File: src/rtl/intpol2_dn_nxt_ste_lgc.sv
// rtl/intpol2_dn_nxt_ste_lgc.sv - interpolator coefficient-load, channel/sample sequencing and bypass registers
module intpol2_dn_nxt_ste_lgc #(
    parameter int CONFIG_WIDTH   = 32,
    parameter int MEM_ADDR_WIDTH = 16,
    parameter int NUM_CH         = 2,
    parameter int N_COEF         = 3,
    parameter int CH_W           = (NUM_CH > 1) ? $clog2(NUM_CH) : 1,
    parameter int SEL_W          = $clog2(N_COEF + 1)
) (
    input  logic                      clk,
    input  logic                      rstn,
    input  logic                      clear,
    input  logic                      start,
    input  logic                      busy,
    input  logic                      Empty,
    input  logic                      Afull,
    input  logic                      en_sum,
    input  logic                      Read_Enable,
    input  logic                      Write_Enable,
    input  logic                      done,
    input  logic [CONFIG_WIDTH-1:0]   ilen,
    input  logic [CONFIG_WIDTH-1:0]   ylen,
    output logic [MEM_ADDR_WIDTH-1:0] M_addr,
    output logic [N_COEF-1:0]         ld_m,
    output logic [CH_W-1:0]           ld_ch,
    output logic                      coef_ready,
    output logic [CH_W-1:0]           ch_idx,
    output logic [SEL_W-1:0]          sel_xi,
    output logic                      comp_cnt,
    output logic [MEM_ADDR_WIDTH-1:0] Y_addr,
    output logic [MEM_ADDR_WIDTH-1:0] Y_addr_bypass,
    output logic                      Write_bypass_mem,
    output logic                      FIFO_bypass
);

    localparam int CNT_W = CONFIG_WIDTH + 1;
    localparam logic [MEM_ADDR_WIDTH-1:0] LP_M_LAST   = MEM_ADDR_WIDTH'(NUM_CH * N_COEF - 1);
    localparam logic [SEL_W-1:0]          LP_TAP_LAST = SEL_W'(N_COEF - 1);
    localparam logic [CH_W-1:0]           LP_CH_LAST  = CH_W'(NUM_CH - 1);
    localparam logic [CNT_W-1:0]          LP_NCOEF    = CNT_W'(N_COEF);

    typedef enum logic [1:0] {S_IDLE, S_LOAD, S_LAST, S_RUN} state_t;

    state_t                    r_state;
    logic [MEM_ADDR_WIDTH-1:0] r_m_addr;
    logic [SEL_W-1:0]          r_tap;
    logic [CH_W-1:0]           r_lch;
    logic [N_COEF-1:0]         r_ld_m;
    logic [CH_W-1:0]           r_ld_ch;
    logic [CH_W-1:0]           r_ch_idx;
    logic [CNT_W-1:0]          r_cnt;
    logic [MEM_ADDR_WIDTH-1:0] r_y_addr;
    logic [MEM_ADDR_WIDTH-1:0] r_y_addr_bp;
    logic                      r_wr_bp;
    logic                      r_fifo_bp;

    logic                      w_y_wrap;
    logic [N_COEF-1:0]         w_tap_onehot;
    logic [CNT_W-1:0]          w_cnt_p1;
    logic [CNT_W-1:0]          w_ilen_m1;

    assign w_y_wrap     = (ylen != '0) && (CONFIG_WIDTH'(r_y_addr) == ylen - 1'b1);
    assign w_tap_onehot = N_COEF'(1) << r_tap;
    assign w_cnt_p1     = r_cnt + 1'b1;
    assign w_ilen_m1    = (ilen == '0) ? '0 : CNT_W'(ilen) - 1'b1;

    // r_tap/r_lch are M_addr split into tap and channel; the strobe registers
    // delay them one cycle to match the coefficient memory read latency.
    always_ff @(posedge clk or negedge rstn) begin
        if (!rstn) begin
            r_state     <= S_IDLE;
            r_m_addr    <= '0;
            r_tap       <= '0;
            r_lch       <= '0;
            r_ld_m      <= '0;
            r_ld_ch     <= '0;
            r_ch_idx    <= '0;
            r_cnt       <= '0;
            r_y_addr    <= '0;
            r_y_addr_bp <= '0;
            r_wr_bp     <= 1'b0;
            r_fifo_bp   <= 1'b0;
        end else if (clear) begin
            r_state     <= S_IDLE;
            r_m_addr    <= '0;
            r_tap       <= '0;
            r_lch       <= '0;
            r_ld_m      <= '0;
            r_ld_ch     <= '0;
            r_ch_idx    <= '0;
            r_cnt       <= '0;
            r_y_addr    <= '0;
            r_y_addr_bp <= '0;
            r_wr_bp     <= 1'b0;
            r_fifo_bp   <= 1'b0;
        end else begin
            r_fifo_bp   <= busy & ~Empty & ~Afull;
            r_wr_bp     <= Read_Enable;
            r_y_addr_bp <= r_m_addr;
            if (Write_Enable) begin
                r_y_addr <= w_y_wrap ? '0 : r_y_addr + 1'b1;
            end
            r_ld_m  <= (r_state == S_LOAD && !done) ? w_tap_onehot : '0;
            r_ld_ch <= (r_state == S_LOAD && !done) ? r_lch : '0;

            if (done) begin
                r_cnt    <= '0;
                r_ch_idx <= '0;
                if (r_state != S_IDLE) begin
                    r_state  <= S_IDLE;
                    r_m_addr <= '0;
                    r_tap    <= '0;
                    r_lch    <= '0;
                end else if (start) begin
                    r_state <= S_LOAD;
                end
            end else begin
                case (r_state)
                    S_IDLE: begin
                        if (start) r_state <= S_LOAD;
                    end
                    S_LOAD: begin
                        if (r_m_addr == LP_M_LAST) begin
                            r_state <= S_LAST;
                        end else begin
                            r_m_addr <= r_m_addr + 1'b1;
                            if (r_tap == LP_TAP_LAST) begin
                                r_tap <= '0;
                                r_lch <= r_lch + 1'b1;
                            end else begin
                                r_tap <= r_tap + 1'b1;
                            end
                        end
                    end
                    S_LAST: r_state <= S_RUN;
                    S_RUN: begin
                        if (en_sum) begin
                            if (r_ch_idx == LP_CH_LAST) begin
                                r_ch_idx <= '0;
                                r_cnt    <= r_cnt + 1'b1;
                            end else begin
                                r_ch_idx <= r_ch_idx + 1'b1;
                            end
                        end
                    end
                    default: r_state <= S_IDLE;
                endcase
            end
        end
    end

    assign M_addr           = r_m_addr;
    assign ld_m             = r_ld_m;
    assign ld_ch            = r_ld_ch;
    assign coef_ready       = (r_state == S_RUN);
    assign ch_idx           = r_ch_idx;
    assign sel_xi           = (w_cnt_p1 >= LP_NCOEF) ? SEL_W'(N_COEF) : SEL_W'(w_cnt_p1);
    assign comp_cnt         = (r_cnt >= w_ilen_m1);
    assign Y_addr           = r_y_addr;
    assign Y_addr_bypass    = r_y_addr_bp;
    assign Write_bypass_mem = r_wr_bp;
    assign FIFO_bypass      = r_fifo_bp;

endmodule

File: config.mk
export PLATFORM = sky130hd
export DESIGN_NAME = intpol2_dn_nxt_ste_lgc
export DESIGN_NICKNAME = d
export VERILOG_FILES = /design/src/rtl/intpol2_dn_nxt_ste_lgc.sv
export SDC_FILE = /design/constraint.sdc
export NUM_CORES = 1
export LEC_CHECK = 0
export ABC_AREA = 1
export CORE_ASPECT_RATIO = 0.75
export CORE_MARGIN = 3
export CORE_UTILIZATION = 30
export CTS_BUF_LIST = sky130_fd_sc_hd__clkbuf_8
export CTS_CLUSTER_DIAMETER = 120
export DETAILED_ROUTE_END_ITERATION = 6
export GPL_ROUTABILITY_DRIVEN = 0
export GPL_TIMING_DRIVEN = 0
export HOLD_SLACK_MARGIN = 0.08
export PLACE_DENSITY = 0.59
export SYNTH_ARGS = -nofsm -noshare
export SYNTH_HDL_FRONTEND = slang
export SYNTH_SLANG_ARGS = --single-unit
File: constraint.sdc
create_clock -name clk -period 3.6 [get_ports clk]
set_input_delay 0.72 -clock clk [delete_from_list [all_inputs] [get_ports clk]]
set_output_delay 0.72 -clock clk [all_outputs]
set_load 0.005 [all_outputs]
# --- After elaboration in Yosys (flattened, before gate mapping) ---
# Cells that the tools add are included.
word_totals:
  regBits: 93
  out_inout_bits: 59
  word_cells: 100
op_classes:
  n_addsub: 8
  n_lt_le_gt_ge: 2
  eq_ne: 9
  shift: 1
  mux: 45
  bitwise_logic: 4
  n_reduce_logical: 19
ops:
  columns: ["op", "n"]
  rows:
  - ["33-bit two-way mux", 6]
  - ["16-bit two-way mux", 9]
  - ["33-bit by 1-bit adder with 33-bit output, second input constant", 1]
  - ["33-bit by 2-bit greater-or-equal comparator with 1-bit output, second input constant", 1]
  - ["33-bit greater-or-equal comparator", 1]
  - ["32-bit by 1-bit subtractor with 33-bit output, second input constant", 1]
  - ["16-bit by 1-bit adder with 16-bit output, second input constant", 2]
  - ["16-bit by 32-bit == test with 1-bit output", 1]
  - ["32-bit logical NOT", 1]
  - ["32-bit nonzero test", 1]
  - ["32-bit by 1-bit subtractor with 32-bit output, second input constant", 1]
  - ["2-bit two-way mux", 12]
  - ["16-bit by 3-bit == test with 1-bit output, second input constant", 1]
  - ["1-bit two-way mux", 15]
  - ["3-bit nonzero test", 5]
  - ["2-bit == test, second input constant", 3]
  - ["3-bit two-way mux", 2]
  - ["2-bit case mux with 3 select lines", 1]
  - ["3-bit AND reduction", 2]
  - ["5-bit nonzero test", 1]
  - ["4-bit by 3-bit inequality test with 1-bit output, second input constant", 1]
  - ["2-bit AND reduction", 2]
  - ["4-bit AND reduction", 1]
  - ["2-bit nonzero test", 2]
  - ["other kinds (11)", 15]

# --- Longest topological paths before layout ---
# Gate-level depths: netlist (run 1).
depth:
  ltp_word: 6
  depth_mapped: 19

# --- Worst setup path after synthesis (run 1) ---
# No wires, ideal clock.
synth_path:
  path_kind: "input port to output port"
  from: "input port ilen[0]"
  to: "output port comp_cnt"
  arrival_time_ns: 3.057
  required_time_ns: 2.880
  slack_ns: -0.177
  stages: 17
  cell_sequence: "inv_1 -> ha_1 -> nand2_1 -> nor2_2 -> nand3b_1 -> or2_2 -> nor2_2 -> nand2_1 -> o21bai_1 -> nand3_1 -> ha_1 -> nand2_1 -> nor2_1 -> nand4_1 -> nor2_1 -> nand4_1 -> o2111ai_1"
synth_via:
  elab_chain_len: 3
  word_cells_on_any_way: 4
synth_lines:
  columns: ["element", "line_no", "rtl"]
  rows:
  - ["start: declaration", "21", "input logic [CONFIG_WIDTH-1:0] ilen,"]
  - ["32-bit by 1-bit subtractor with 33-bit output / 32-bit logical NOT (equally long branches)", "65", "assign w_ilen_m1 = (ilen == '0) ? '0 : CNT_W'(ilen) - 1'b1;"]
  - ["33-bit two-way mux (*)", "65", null]
  - ["33-bit greater-or-equal comparator (*)", "158", "assign comp_cnt = (r_cnt >= w_ilen_m1);"]
  - ["end: declaration", "29", "output logic comp_cnt,"]
# Mark *: on every way between the ends. The rest lies on a longest branch, timed or not.

# --- Worst setup path after layout (run 1) ---
layout_path:
  from: "input port ilen[4]"
  to: "output port comp_cnt"
# Same word-level chain as after synthesis.

==> metrics, run 1 <==
utilization after layout 0.415; Yosys cell types 40; Synth Area in Adders 0.0662; largest family of logic cells by synthesized area simple AND/OR/NAND/NOR gates; multiplexer area fraction after synthesis 0; failing checks negative setup slack; DRT Pass-1 Iters 5; Tmin final approximately 4.2 ns; Core Region 0.0271 sq mm; number of port buffers 133; XOR/XNOR share of the synthesized area 0.0735; vias in the first global route between 8,000 and 9,000; Synth Warn # 0; critical path class primary input to output port; Setup TNS Final -0.649 ns; outcome finished with violations; fin. max-slew vios 0; post-synthesis sequential area ratio 0.280; CTS H-Tree Depth 3; largest cells by area after synthesis dfrtp_1 28%, nand2_1 14%, nor2_1 8.6%; TritonCTS clock tree built; largest net degree at the start of global routing 52; Leak between 0.005 and 0.006 uW; diode count 0; register-to-register setup slack between 1 and 1.5 ns; # setup viols final 1; Critical Path RT between 2 and 3 ns; final worst slack -0.649 ns; Synth Area in Simple Gates 0.404; Yosys reg bits slightly above 90; Hold Crit Class primary input to asynchronous set/reset pin; clock skew 0.0136 ns; most frequent cells in the layout 296 x nand2_1, 159 x nor2_1, 153 x inv_1; Worst IR Drop VDD between 200 and 250 uV; drt via density slightly below 5; io pins 134; DR WL/cell ~15 microns; post-route ant nets 0; Max-Cap Viols 0; Die X roughly 200 microns; CTS root buffer clkbuf_8; Area Growth Syn to Fin 35.5%; nets 1,595; vias roughly 9,000; Num CTS Buffers 9; Die Y about 150 microns; Avg Cell Area, Syn 6.62 sq um; final hold violation count 0; crit path DAT around 3.5 ns; DIE AREA 0.0298 sq mm; # DRC 0; syn nets approximately 1,400; clk sink count 93; CP endpoint kind output port; dpl hpwl 20,700 microns; most common cell after layout, fill and taps aside nand2_1; Synth top area share 0.280; initial antenna violation count 0; worst skew pair latency approximately 0.38 ns; Worst Setup Start Kind primary input; Worst Path Max Fanout 2; Post-Synthesis Cell Area approximately 0.0083 sq mm; Compound-Gate Fraction of Synth Area 0.0929; PD cells 219 mW/mm^2; total grt overflow 0; Post-Synthesis Cells between 1,000 and 1,500; WL final ~27,000 microns; Overall Power around 2500 uW; post-route clock period utilization 1.18; DR iter-0 viols 530; Global Route Usage Sum 0.179; Initial Utilization 0.307; share of layout cells above drive strength 1 0.169; first-pass GRT wire length roughly 43,000 microns; Slew HR 0.577; RSZ-0062 raised after global routing true; Slew @ Worst Pin roughly 0.63 ns; Cell Rows 52; area leader, netlist dfrtp_1; Worst-path clk slew 0.10 ns; CTS Buffer Depth 2; Max Fclk 0.235 GHz
## state kept, by name, indices dropped and copies added, names as in the netlist
register / count
FIFO_bypass: 1
Y_addr_bypass: 16
r_tap: 2
r_cnt: 33
r_lch: 1
ch_idx: 1
r_state: 2
Y_addr: 16
ld_m: 3
Write_bypass_mem: 1
ld_ch: 1
M_addr: 16
## critical path, cell delays in order
cell and delay, ns:
buf_6 0.09, buf_4 0.14, nor2_4 0.12, nand2_2 0.08
nor2_4 0.16, buf_6 0.11, buf_4 0.09, buf_4 0.09
buf_4 0.09, buf_4 0.09, buf_4 0.10, buf_4 0.11
nand3_2 0.06, xor2_1 0.15, or2_4 0.24, ha_4 0.27
nand4_1 0.09, nor4_2 0.32, nand3_1 0.15, o2111ai_2 0.11
buf_2 0.15
## layer usage
layer / share of wire / vias up / global-route usage / wire length [microns]
li1: - / 4536 / - / -
met1: 0.49 / 4166 / 0.267 / 13400
met2: 0.44 / 253 / 0.276 / 11900
met3: 0.055 / 35 / 0.0280 / 1500
met4: 0.018 / 0 / 0.0318 / 497
met5: 0 / - / 0 / 0
## cells by family (layout without fill, tap and decap cells)
kind of cell             after synthesis  count (layout)
flip-flops                            93              93
other                                  1               1
XOR/XNOR                              69              69
AO/OA/AOI/OAI                        124             124
adder cells (fa/ha/maj)               44              44
buffers and inverters                181             405
AND/OR/NAND/NOR                      745             745
## what timing repair did
action | CTS | global route
pin swaps | 43 | 45
hold buffers | 0 | 0
buffers inserted | 61 | 13
gates resized for setup | 120 | 54
setup endpoints to repair | 3 | 3
## path summary, 6_finish.rpt
kind | end | startpoint | cells after the start
worst min register to register | ld_m[1]$_DFF_PN0_ | r_tap[1]$_DFFE_PN0P_ | 1
worst max-delay path | comp_cnt | ilen[4] | 21
min in group clk | ld_m[1]$_DFF_PN0_ | r_tap[1]$_DFFE_PN0P_ | 1
worst max register to register | r_cnt[17]$_DFFE_PN0P_ | r_state[0]$_DFFE_PN0P_ | 7
max in group asynchronous | r_state[0]$_DFFE_PN0P_ | rstn | 2
worst min-delay path | Y_addr[14]$_DFFE_PN0P_ | rstn | 1
## power by group
part           switching [uW]  total, uW  internal [uW]
clock                     441        783            342
combinational             344        590            246
sequential               30.3       1100           1070
## layout make-up
type,instances,area (sq um)
clock buffer,9,124
inverter,160,601
buffer,21,114
tap,351,439
multi-input combinational,983,5720
clock inverter,7,88.8
timing repair buffer,208,1860
sequential,93,2330
fill,2751,15900
## per-stage QoR
step	worst slack, ns	cell area, sq um	hold WS [ns]	std cells
finish	-0.649	11300	0.341	1832
global route	-0.813	11300	0.367	1832
CTS	-0.637	11000	0.345	1819
detailed placement	-1.88	10100	0.458	1742
global placement	-1.98	10100	0.448	1741
floorplan	-0.0796	8350	0.424	1257
## Yosys cell counts, drive strengths merged
cell type and count:
xnor2 12, nand2 318, conb 1, or2 19, nor2 214, clkinv 1, clkbuf 18, a21boi 1
nor4 12, or3 1, o21ai 46, nor3 35, buf 3, nand3 91, o211ai 2, inv 159
o2111ai 1, nand3b 5, a211oi 1, xor2 57, ha 44, nand4 50, a21oi 21, o22ai 25
a31o 2, dfrtp 93, o21a 1, o21bai 24
No activity file was read; power rests on OpenSTA's default activity.
==> run 2: changes to the inputs <==
Settings changed: DONT_BUFFER_PORTS set to 1, PLACE_DENSITY 0.59 to 0.52.
==> run 2 against run 1 <==
- the run still ends with negative setup slack left
- combinational power shrank 29%
- sequential share of layout area grew 4.0 points
- worst hold slack lost 0.10 ns
- clock skew shrank 0.0014 ns
- utilization shrank 6.7 points
- worst setup slack gained 0.24 ns
- total power shrank 9.7%
- critical path depth shrank 4
- die area is the same
- global-route usage shrank 0.47 points
- cell count shrank 10%
- count of clock-buffer cells in the layout is the same
- critical path type unchanged
- largest cell class unchanged
- highest routed layer is now met5
==> metrics, run 2 (synthesized netlist as in run 1, its figures left out) <==
Worst Path Max Fanout 3; Global Route Usage Sum 0.174; CP endpoint kind output port; diode count 0; Overall Power approximately 2200 uW; register-to-register setup slack 0.99 ns; Tmin final between 4 and 5 ns; critical path class primary input to output port; Core Region 0.0271 sq mm; final cell count without fillers between 1,500 and 2,000; Max Fclk 0.250 GHz; Fillers approximately 2,900; Worst-path clk slew roughly 0.11 ns; FF-to-FF Start r_state[0]$_DFFE_PN0P_; Critical Path RT about 2.9 ns; Hold Crit Class primary input to asynchronous set/reset pin; Setup TNS Final -0.405 ns; CTS root buffer clkbuf_8; Die Y ~150 microns; worst skew pair latency about 0.38 ns; drt via density around 5.0; Worst IR Drop VDD between 150 and 200 uV; Num CTS Buffers 9; worst-path cell chain or2_4 -> nor2_4 -> nand2_2 -> nor2_2 -> nand3b_1 -> or2_4 -> nor2_4 -> nand2_2 -> o21bai_1 -> nand3_1 -> ha_4 -> nand2_4 -> nor2_4 -> nand4_1 -> nor2_4 -> nand4_1 -> o2111ai_2; most frequent cells in the layout 299 x nand2_1, 173 x nor2_1, 154 x inv_1; io pins approximately 130; vias between 8,000 and 9,000; DP Area between 0.008 and 0.009 sq mm; DR WL/cell 16.4 microns; final worst slack -0.405 ns; WL final 27,000 microns; Worst setup startpoint ilen[5]; WP buf/inv 0; Crit-path slowest cell ha_4; DR iter-0 viols 692; Cell Rows 52; post-route ant nets 0; Initial Utilization 0.307; Worst Setup Start Kind primary input; # DRC 0; total grt overflow 0; CP peak stage delay 0.32 ns; CP delay by family, top simple AND/OR/NAND/NOR gates; initial antenna violation count 1; post-route clock period utilization 1.11; most frequent CP cell nor2_4; DRT Pass-1 Iters 5; DIE AREA a little under 0.03 sq mm; TritonCTS clock tree built; Largest register FFs 33; clk sink count 93; vias in the first global route between 7,000 and 8,000; PD cells between 200 and 250 mW/mm^2; fin. max-slew vios 0; Slew @ Worst Pin just over 0.7 ns; placed insts 1,608; first-pass GRT wire length just over 40,000 microns; largest net degree at the start of global routing 94; nets approximately 1,400; # setup viols final 1; CTS H-Tree Depth 3; Slew HR 0.523; Most flops, register r_cnt; RSZ-0062 raised after global routing true; Die X just under 200 microns; crit path DAT between 3 and 4 ns; failing checks negative setup slack; Leak approximately 0.0042 uW; share of layout cells above drive strength 1 0.122; dpl hpwl 21,000 microns; Area Growth Syn to Fin 13.5%; footprint of the multi-input gates around 0.0056 sq mm; worst hold margin between 0.2 and 0.25 ns; most common cell after layout, fill and taps aside nand2_1; CTS Buffer Depth 2; final hold violation count 0; register area between 0.002 and 0.0025 sq mm; Max-Cap Viols 0; outcome finished with violations; Final Instance Area roughly 0.0094 sq mm; clock skew around 0.012 ns; number of port buffers 0
## run 2: changes by cell type in the layout (fill, tap and decap cells not counted), sizes merged
cell and delta:
clkdlybuf4s50 -102, inv -3, dlymetal6s2s -2, dlygate4sd2 -15, clkinv +3, clkbuf -7
buf -56, bufinv -1, clkinvlp +1, clkdlybuf4s15 -1
## run 2: metrics by stage
step | setup WS, ns | utilization
6_report | -0.405 | 0.348
5_1_grt | -0.582 | 0.348
4_1_cts | -0.467 | 0.340
3_5_place_dp | -0.988 | 0.324
3_3_place_gp | -0.983 | 0.324
2_1_floorplan | -0.0796 | -
## run 2: layout make-up
type / instances / share of cell area
Timing Repair Buffer: 25 / 0.0220
Clock inverter: 7 / 0.00715
Multi-Input combinational cell: 983 / 0.589
Tap cell: 351 / 0.0465
Buffer: 21 / 0.0115
Sequential cell: 93 / 0.246
Inverter: 160 / 0.0640
Clock buffer: 9 / 0.0131
## run 2: layer usage
metal  up-vias  GRT usage  wire (microns)
met5         -          0              13
met3        16     0.0371            1760
li1       4186          -               -
met4         2     0.0290             251
met1      3834      0.278           13900
met2       235      0.239           11000
## run 2: timing repair
item	4_1_cts	5_1_grt
hold buffers	1	0
setup endpoints to repair	1	3
gates resized for setup	23	50
setup buffers	18	7
endpoints found under the hold margin	93	0
pin swaps	16	33
## run 2: power breakdown
part / internal, uW / switching (uW) / leakage [uW]
combinational: 143 / 278 / 0.00282
sequential: 1070 / 35.7 / 0.00129
clock: 268 / 439 / 0.0000989
## run 2: final timing paths
| kind | endpoint | cells after the start |
|---|---|---|
| hold reg to reg | ld_m[1]$_DFF_PN0_ | 1 |
| setup / recovery | comp_cnt | 17 |
| min in group clk | FIFO_bypass$_DFF_PN0_ | 1 |
| max in group asynchronous | r_cnt[0]$_DFFE_PN0P_ | 1 |
| hold / removal | Write_bypass_mem$_DFF_PN0_ | 1 |
| setup reg to reg | r_cnt[14]$_DFFE_PN0P_ | 7 |
==> run 3: changes to the inputs <==
Settings changed: CAP_MARGIN set to 20, CTS_BUF_LIST sky130_fd_sc_hd__clkbuf_8 to sky130_fd_sc_hd__clkbuf_16, TNS_END_PERCENT set to 5.
==> run 3 against run 2 <==
- the flow still finishes with violations (negative setup slack)
- utilization rose by 0.33 points
- register-to-register slack improved by 0.04 ns
- worst setup slack got worse by 0.0067 ns
- combinational power barely moved
- critical path depth is the same
- total power rose by 11%
- cell count unchanged
- critical path type unchanged
- critical endpoint unchanged
- highest routed layer unchanged
==> metrics, run 3 (synthesized netlist as in run 1, its figures left out) <==
outcome finished with violations; failing checks negative setup slack; Most flops, register r_cnt; Max Fclk between 0.2 and 0.25 GHz; most common cell after layout, fill and taps aside nand2_1; Worst Path Max Fanout 3; Fillers ~2,900; Area Growth Syn to Fin 14.6%; Slew @ Worst Pin about 0.71 ns; DR iter-0 viols roughly 660; CTS root buffer clkbuf_16; Largest register FFs 33; clk sink count between 90 and 100; worst-path cell chain or2_4 -> nor2_4 -> nand2_2 -> nor2_2 -> nand3b_1 -> or2_4 -> nor2_4 -> nand2_2 -> o21bai_1 -> nand3_1 -> ha_4 -> nand2_4 -> nor2_4 -> nand4_1 -> nor2_4 -> nand4_1 -> o2111ai_2; total grt overflow 0; Place WS -0.988 ns; clock skew between 0.01 and 0.015 ns; largest net degree at the start of global routing 94; drt via density ~5; Global Route Usage Sum 0.174; first-pass GRT wire length a little over 40,000 microns; CP delay by family, top simple AND/OR/NAND/NOR gates; RSZ-0062 raised after global routing true; Overall Power 2470 uW; diode count 0; vias between 8,000 and 9,000; WP buf/inv 0; Num CTS Buffers 9; initial antenna violation count 1; TritonCTS clock tree built; CP endpoint kind output port; io pins around 130; Cell Rows between 50 and 60; Max-Cap Viols 0; fin. max-slew vios 0; CP peak stage delay ~0.32 ns; Hold Crit Class primary input to asynchronous set/reset pin; PD cells between 200 and 300 mW/mm^2; worst skew pair latency between 0.3 and 0.4 ns; DRT Pass-1 Iters 6; Worst Setup Start Kind primary input; number of port buffers 0; most frequent CP cell nor2_4; Critical Path RT between 2 and 3 ns; dpl hpwl roughly 21,000 microns; most frequent cells in the layout 299 x nand2_1, 175 x nor2_1, 154 x inv_1; critical path class primary input to output port; WL final roughly 27,000 microns; # DRC 0; Core Region roughly 0.027 sq mm; DR WL/cell between 15 and 20 microns; Tmin final ~4.0 ns; final worst slack -0.412 ns; footprint of the multi-input gates ~0.0056 sq mm; Crit-path slowest cell ha_4; # setup viols final 1; share of layout cells above drive strength 1 0.120; Die Y between 150 and 200 microns; final hold violation count 0; CTS Buffer Depth 2; DIE AREA slightly below 0.03 sq mm; post-route clock period utilization 1.11; utilization after layout 0.352; Worst IR Drop VDD about 180 uV; post-route ant nets 0; Die X ~200 microns; CTS H-Tree Depth 3; Leak approximately 0.0043 uW; register area 0.00233 sq mm; Initial Utilization 0.307; Slew HR 0.528; crit path DAT ~3.3 ns; Worst-path clk slew ~0.07 ns; nets 1,412; vias in the first global route approximately 7,400
run 3: changes by cell type in the layout (fill, tap and decap cells not counted):
| cell | change |
|---|---|
| clkbuf_16 | +9 |
| clkbuf_8 | -9 |
| dfrtp_1 | +1 |
| dfrtp_2 | -1 |
| nor2_1 | +2 |
| nor2_2 | -1 |
| nor2_4 | -1 |
run 3: area by class of cell:
cell class	instances	area share
multi-input combinational	983	0.583
sequential	93	0.244
inverter	160	0.0634
tap	351	0.0460
clock buffer	9	0.0236
timing repair buffer	25	0.0218
buffer	21	0.0114
clock inverter	7	0.00708
run 3: routing by layer:
layer	track usage	vias to the layer above	wire length (microns)
li1	-	4183	-
met2	0.239	245	10900
met3	0.0313	23	1710
met4	0.0315	2	334
met5	0	-	13
met1	0.280	3824	13900
run 3: worst paths after layout:
path | cells past startpoint | startpoint | to | slack [ns]
setup reg to reg | 7 | r_state[0]$_DFFE_PN0P_ | r_cnt[14]$_DFFE_PN0P_ | 1.03
hold reg to reg | 1 | r_tap[1]$_DFFE_PN0P_ | ld_m[1]$_DFF_PN0_ | 0.48
min in group clk | 1 | Afull | FIFO_bypass$_DFF_PN0_ | 0.44
max in group asynchronous | 1 | rstn | r_cnt[21]$_DFFE_PN0P_ | 2.93
setup / recovery | 17 | ilen[5] | comp_cnt | -0.41
hold / removal | 1 | rstn | Y_addr[11]$_DFFE_PN0P_ | 0.28
run 3: through the flow:
| stage | hold slack (ns) | setup TNS (ns) | cell area, sq um | instances |
|---|---|---|---|---|
| after floorplan | 0.424 | -0.0796 | 8350 | 1257 |
| after global placement | 0.429 | -0.983 | 8790 | 1608 |
| final | 0.284 | -0.412 | 9540 | 1649 |
| after global routing | 0.302 | -0.581 | 9540 | 1649 |
| after detailed placement | 0.429 | -0.988 | 8790 | 1608 |
| after CTS | 0.309 | -0.467 | 9320 | 1643 |
run 3: worst reg2reg max path: cells and delay by family, from the launching register on:
family	cells	cell delay [ns]
buffers and inverters	2	0.94
AND/OR/NAND/NOR	3	0.65
flip-flops	1	0.42
adder cells (fa/ha/maj)	1	0.22
AO/OA/AOI/OAI	1	0.17
run 3: power by group:
part,internal (uW),leakage [uW],switching [uW]
Sequential,1070,0.00129,35.9
Clock,486,0.000145,463
Combinational,143,0.00282,278
run 3: what timing repair did:
action / 4_1_cts / 5_1_grt
setup endpoints to repair: 1 / 3
buffers inserted: 18 / 7
pin swaps: 16 / 33
resized for setup: 23 / 46
hold buffers: 1 / 0
endpoints found under the hold margin: 93 / 0
